## config.mk

```make
export PLATFORM = sky130hd
export DESIGN_NAME = sirv_icb_bram_ctrl
export DESIGN_NICKNAME = d
export VERILOG_FILES = /design/src/rtl/sirv_icb_bram_ctrl.sv
export SDC_FILE = /design/constraint.sdc
export NUM_CORES = 1
export LEC_CHECK = 0
export CAP_MARGIN = 20
export CORE_MARGIN = 3
export CORE_UTILIZATION = 41
export CTS_CLUSTER_SIZE = 30
export DETAILED_ROUTE_END_ITERATION = 8
export PLACE_DENSITY = 0.75
export SETUP_SLACK_MARGIN = 0.2
export SYNTH_ARGS = -nofsm -noshare
export SYNTH_HDL_FRONTEND = slang
export SYNTH_SLANG_ARGS = --single-unit
```

## constraint.sdc

```tcl
create_clock -name clk -period 1.87 [get_ports clk]
set_input_delay 0.374 -clock clk [delete_from_list [all_inputs] [get_ports clk]]
set_output_delay 0.374 -clock clk [all_outputs]
set_load 0.05 [all_outputs]
```

## src/rtl/sirv_icb_bram_ctrl.sv

```systemverilog
// ---------------------------------------------------------------------------
// sirv_icb_bram_ctrl
// ICB slave front end for a single-port block RAM with 1-cycle read latency
// (sirv_sim_ram family). Each accepted command drives the RAM strobes in the
// same cycle. Its response is captured one cycle later into a 3-entry
// in-order FIFO. Command acceptance depends only on registered occupancy, so
// icb_rsp_ready has no combinational path to icb_cmd_ready.
//
// Optional feature macro: SIRV_BRAM_CTRL_ADDR_CHK_EN
//   When defined, a word index at or above DP is rejected. The RAM is not
//   selected and the response carries err=1 with rdata=0.
//   When undefined, upper address bits alias modulo DP and icb_rsp_err is 0.
//
// Ports
//   clk, rst_n                 clock, async active-low reset
//   icb_cmd_*                  ICB command channel (valid/ready/addr/read/wdata/wmask)
//   icb_rsp_*                  ICB response channel (valid/ready/rdata/err)
//   ram_cs/we/wem/addr/din     RAM strobes, combinational from the accepted command
//   ram_dout                   RAM read data, valid one cycle after a read cs
// ---------------------------------------------------------------------------
module sirv_icb_bram_ctrl #(
    parameter int unsigned DP     = 512,
    parameter int unsigned DW     = 32,
    parameter int unsigned MW     = DW / 8,
    parameter int unsigned AW     = 32,
    parameter int unsigned RAM_AW = $clog2(DP)
) (
    input  logic              clk,
    input  logic              rst_n,

    input  logic              icb_cmd_valid,
    output logic              icb_cmd_ready,
    input  logic [AW-1:0]     icb_cmd_addr,
    input  logic              icb_cmd_read,
    input  logic [DW-1:0]     icb_cmd_wdata,
    input  logic [MW-1:0]     icb_cmd_wmask,

    output logic              icb_rsp_valid,
    input  logic              icb_rsp_ready,
    output logic [DW-1:0]     icb_rsp_rdata,
    output logic              icb_rsp_err,

    output logic              ram_cs,
    output logic              ram_we,
    output logic [MW-1:0]     ram_wem,
    output logic [RAM_AW-1:0] ram_addr,
    output logic [DW-1:0]     ram_din,
    input  logic [DW-1:0]     ram_dout
);

    localparam int unsigned MW_LG = $clog2(MW);
    localparam int unsigned DEPTH = 3;
    localparam int unsigned PW    = 2;
    localparam int unsigned CW    = 2;

    logic              cmd_fire;
    logic              cmd_err;
    logic              pend;
    logic              pend_rd;
    logic              push;
    logic              pop;
    logic [DW-1:0]     push_rdata;
    logic [PW-1:0]     wptr;
    logic [PW-1:0]     rptr;
    logic [CW-1:0]     fifo_cnt;
    logic [DW-1:0]     fifo_rdata [DEPTH];
    logic              unused_addr_bits;

    // Only the word-index bits reach the RAM; the rest is sunk here.
    assign unused_addr_bits = ^icb_cmd_addr;

    // Wrap-around pointer increment for the 3-entry ring.
    function automatic logic [PW-1:0] ptr_inc(input logic [PW-1:0] p);
        return (p == PW'(DEPTH - 1)) ? '0 : p + PW'(1);
    endfunction

    // Pending stage plus FIFO occupancy is bounded by DEPTH, so a push never
    // finds the FIFO full.
    assign icb_cmd_ready = ({1'b0, fifo_cnt} + {2'b00, pend}) < 3'(DEPTH);
    assign cmd_fire      = icb_cmd_valid & icb_cmd_ready;

    // RAM strobes straight from the command channel.
    assign ram_cs   = cmd_fire & ~cmd_err;
    assign ram_we   = ~icb_cmd_read;
    assign ram_wem  = icb_cmd_wmask;
    assign ram_din  = icb_cmd_wdata;
    assign ram_addr = icb_cmd_addr[RAM_AW+MW_LG-1:MW_LG];

`ifdef SIRV_BRAM_CTRL_ADDR_CHK_EN
    logic pend_err;
    logic fifo_err [DEPTH];

    assign cmd_err = (icb_cmd_addr[AW-1:MW_LG] >= (AW - MW_LG)'(DP));

    // Errored reads never selected the RAM, so ram_dout is not meaningful.
    assign push_rdata = (pend_rd & ~pend_err) ? ram_dout : '0;

    // Error flag travels alongside the data through pend and the FIFO.
    always_ff @(posedge clk or negedge rst_n) begin
        if (!rst_n) begin
            pend_err <= 1'b0;
            for (int i = 0; i < DEPTH; i++) fifo_err[i] <= 1'b0;
        end else begin
            pend_err <= cmd_fire & cmd_err;
            if (push) fifo_err[wptr] <= pend_err;
        end
    end

    assign icb_rsp_err = fifo_err[rptr];
`else
    assign cmd_err     = 1'b0;
    assign push_rdata  = pend_rd ? ram_dout : '0;
    assign icb_rsp_err = 1'b0;
`endif

    // Pending stage: marks the cycle in which ram_dout belongs to the last command.
    always_ff @(posedge clk or negedge rst_n) begin
        if (!rst_n) begin
            pend    <= 1'b0;
            pend_rd <= 1'b0;
        end else begin
            pend    <= cmd_fire;
            pend_rd <= cmd_fire & icb_cmd_read;
        end
    end

    assign push = pend;
    assign pop  = icb_rsp_valid & icb_rsp_ready;

    // In-order response FIFO.
    always_ff @(posedge clk or negedge rst_n) begin
        if (!rst_n) begin
            wptr     <= '0;
            rptr     <= '0;
            fifo_cnt <= '0;
            for (int i = 0; i < DEPTH; i++) fifo_rdata[i] <= '0;
        end else begin
            if (push) begin
                fifo_rdata[wptr] <= push_rdata;
                wptr             <= ptr_inc(wptr);
            end
            if (pop) rptr <= ptr_inc(rptr);
            case ({push, pop})
                2'b10:   fifo_cnt <= fifo_cnt + CW'(1);
                2'b01:   fifo_cnt <= fifo_cnt - CW'(1);
                default: fifo_cnt <= fifo_cnt;
            endcase
        end
    end

    assign icb_rsp_valid = (fifo_cnt != '0);
    assign icb_rsp_rdata = fifo_rdata[rptr];

endmodule
```

==> results.cfg <==
[worst_setup_path]
path_buf_inv = 1
path_class = reg2out
reg2reg_slack_ns = 0.24
max_stage_delay_ns = 0.43
cp-end-kind = output pin
path_cells = ha_4 > ha_4 > a211oi_4 > buf_12
worst_path_max_delay_cell = sky130_fd_sc_hd__dfrtp_2
critical_path_required_ns = 1.50
worstPathMaxFanout = 2
cp_top_family = flip-flops
cp_common_cell = sky130_fd_sc_hd__ha_4
timing.critical_path.arrival_ns = 1.59
cp-start-kind = register

[clocking]
cts-buffers-inserted = 9
cts_hold_buffers_added = 0
tritoncts = done
clkLatencyLatePin_ns = 0.34
clock_sink_count = 104
level_count_of_the_clock_h_tree = 3
max-clock-path-buffers = 2
clk_pin_slew_worst_paths_ns = 0.07
root_buffer_master = sky130_fd_sc_hd__clkbuf_16

[floorplan]
design.die.area_um2 = 13400
floorplan.initialDensity = 0.427
die-width_um = 116
die_height_um = 116
floorplan.io_pins = 187
fp-row-count = 39
core_area_um2 = 11600

[global_route]
globalRouteTotalUtil = 0.189
globalRoute.totalOverflow = 0
grt_pass1_wl_mm = 20.0
grt_antenna_before_repair = 0
maximum_number_of_pins_on_one_net_before_global_route_repair = 105
grt_pass1_vias = 3942

[detailed_routing]
postRouteAntennaNets = 0
drc = 0
route.final.wire_length_mm = 11.9
drt_iter0_drc = 262
route.vias.total = 3729
wl_per_cell_um = 16.9
detail_route.first_pass.iterations = 4
post_drt_via_cell_ratio = 5.29

[yosys]
synth.ff_latch_count = 104
warnings_from_yosys = 0
synth.avg_cell_area_um2 = 9.32
yosys.cell_types.count = 26
synth_enable_flop_cells = 0
synth_nets = 640
ys_seq_area_frac = 0.525
syn_area_um2 = 4960
netlist_instances = 532
async_flop_share = 1.00
ys.flop_type = sky130_fd_sc_hd__dfrtp_1

[timing]
timing.max_slew.rel_slack = 0.551
timing_max_transition_violations_final = 0
fmax_ghz = 0.509
layout_min_cycle_time_ns = 1.96
fin_hold_ws_ns = 0.0771
final_hold_viol_count = 0
setup_violations = 34
setup_slack_ns = -0.0947
max_slew.worst_pin.slew_ns = 0.674
period_utilisation_layout = 1.05
worst_clock_skew_ns = 0.00980
rsz0062_at_grt = true

[placed_design]
io_buffers = 72
hpwlAfterDp_mm = 7.18
gp_congestion = 0.742

[layout]
nets = 665
layout_fillers = 957
final_cell_mix = 154 x sky130_fd_sc_hd__nand2_1, 101 x sky130_fd_sc_hd__dfrtp_1, 68 x sky130_fd_sc_hd__o21ai_0, 42 x sky130_fd_sc_hd__buf_12, 35 x sky130_fd_sc_hd__clkdlybuf4s50_1
antenna_cells_inserted = 0
layout-drive-gt1-share = 0.317
synthToLayoutAreaGrowth_pct = 39.5
fin_util = 0.595
layout.cells.most_common = sky130_fd_sc_hd__nand2_1

[outcome]
run_status = finished, violations left
failed_checks = setup timing

[run]
number_of_max_cap_violations = 0

[power_and_ir_drop]
power.leakage_nw = 2.83
max-vdd-ir-drop_mv = 1.23
power-per-cell-area_nw_per_um2 = 2090

[worst_hold_path]
hold_path.class = in2async
worst register-to-register path: cells and delay by family, from the launching register on:
family,cells,cell delay [ns]
AOI/OAI and AO/OA,1,0.13
xor gates and xnor gates,2,0.27
adders and majority gates,1,0.17
and+or+nand+nor,1,0.14
DFF,1,0.43
buffers and inverters,4,0.42
through the flow:
step,area (µm²),instances,setup TNS [ns],total power [mW],worst slack (ns)
floorplan,5330,532,0,8.89,0.115
global placement,6250,682,0,11.4,0.133
finish,6920,705,-2.05,14.5,-0.0947
global route,6920,705,-3.92,15.3,-0.156
detailed placement,6250,682,0,11.6,0.0681
CTS,6810,704,-2.61,14.3,-0.143
layout make-up:
type,instances,area (µm²),area share
Clock buffer,10,229,0.0331
Clock inverter,6,73.8,0.0107
Inverter,6,22.5,0.00326
Multi-Input combinational cell,343,2470,0.358
Sequential cell,104,2610,0.377
Tap cell,143,179,0.0259
Timing Repair Buffer,93,1330,0.192
state kept, by name, summed over array words and instances, names as in the netlist:
register,count
rptr,2
fifo_cnt,2
wptr,2
fifo_rdata,96
pend,1
pend_rd,1
where the power goes:
| part | internal (mW) | switching [mW] |
|---|---|---|
| Clock | 1.06 | 0.826 |
| Combinational | 3.74 | 4.64 |
| Sequential | 3.35 | 0.867 |
per-layer routing:
| layer | global-route usage | up-vias | routed length [µm] |
|---|---|---|---|
| met2 | 0.324 | 88 | 6120 |
| met1 | 0.244 | 1837 | 4960 |
| li1 | - | 1764 | - |
| met4 | 0.0603 | 0 | 331 |
| met5 | 0 | - | 0 |
| met3 | 0.0345 | 40 | 498 |
cells in the mapped netlist (3+ instances only):
master                     count  area (µm²)
sky130_fd_sc_hd__buf_2        11        55.1
sky130_fd_sc_hd__buf_4        47         353
sky130_fd_sc_hd__buf_6         5        56.3
sky130_fd_sc_hd__clkbuf_1     17        63.8
sky130_fd_sc_hd__dfrtp_1     104        2600
sky130_fd_sc_hd__ha_1          3        37.5
sky130_fd_sc_hd__inv_1         6        22.5
sky130_fd_sc_hd__mux2i_1      32         320
sky130_fd_sc_hd__nand2_1     160         601
sky130_fd_sc_hd__o21ai_0      97         485
sky130_fd_sc_hd__o21ai_1      13        65.1
sky130_fd_sc_hd__o21ai_2      21         184
worst paths after layout:
kind,depth (start not counted),from,end
max in group asynchronous,2,rst_n,fifo_cnt[0]$_DFFE_PN0P_
worst max-delay path,4,fifo_cnt[0]$_DFFE_PN0P_,ram_cs
worst min-delay path,2,rst_n,fifo_rdata[50]$_DFFE_PN0P_
min in group clk,2,fifo_rdata[60]$_DFFE_PN0P_,fifo_rdata[60]$_DFFE_PN0P_
worst min register to register,2,fifo_rdata[60]$_DFFE_PN0P_,fifo_rdata[60]$_DFFE_PN0P_
worst max register to register,9,fifo_cnt[0]$_DFFE_PN0P_,fifo_cnt[1]$_DFFE_PN0P_
cells by family after synthesis:
family / count (synthesis) / share of synthesized area
AND/OR/NAND/NOR: 168 / 0.131
AO/OA/AOI/OAI: 134 / 0.152
flip-flops: 104 / 0.525
buffers and inverters: 86 / 0.111
multiplexers: 33 / 0.0669
adder cells (fa/ha/maj): 3 / 0.00757
XOR/XNOR: 3 / 0.00530
other: 1 / 0.000756
repair_timing:
action / 4_1_cts / 5_1_grt
setup buffers: 5 / 1
endpoints found under the setup margin: 68 / 36
pin swaps: 2 / 5
gates resized for setup: 48 / 20
cloned: 1 / 0
(Power assumes the default switching activity.)
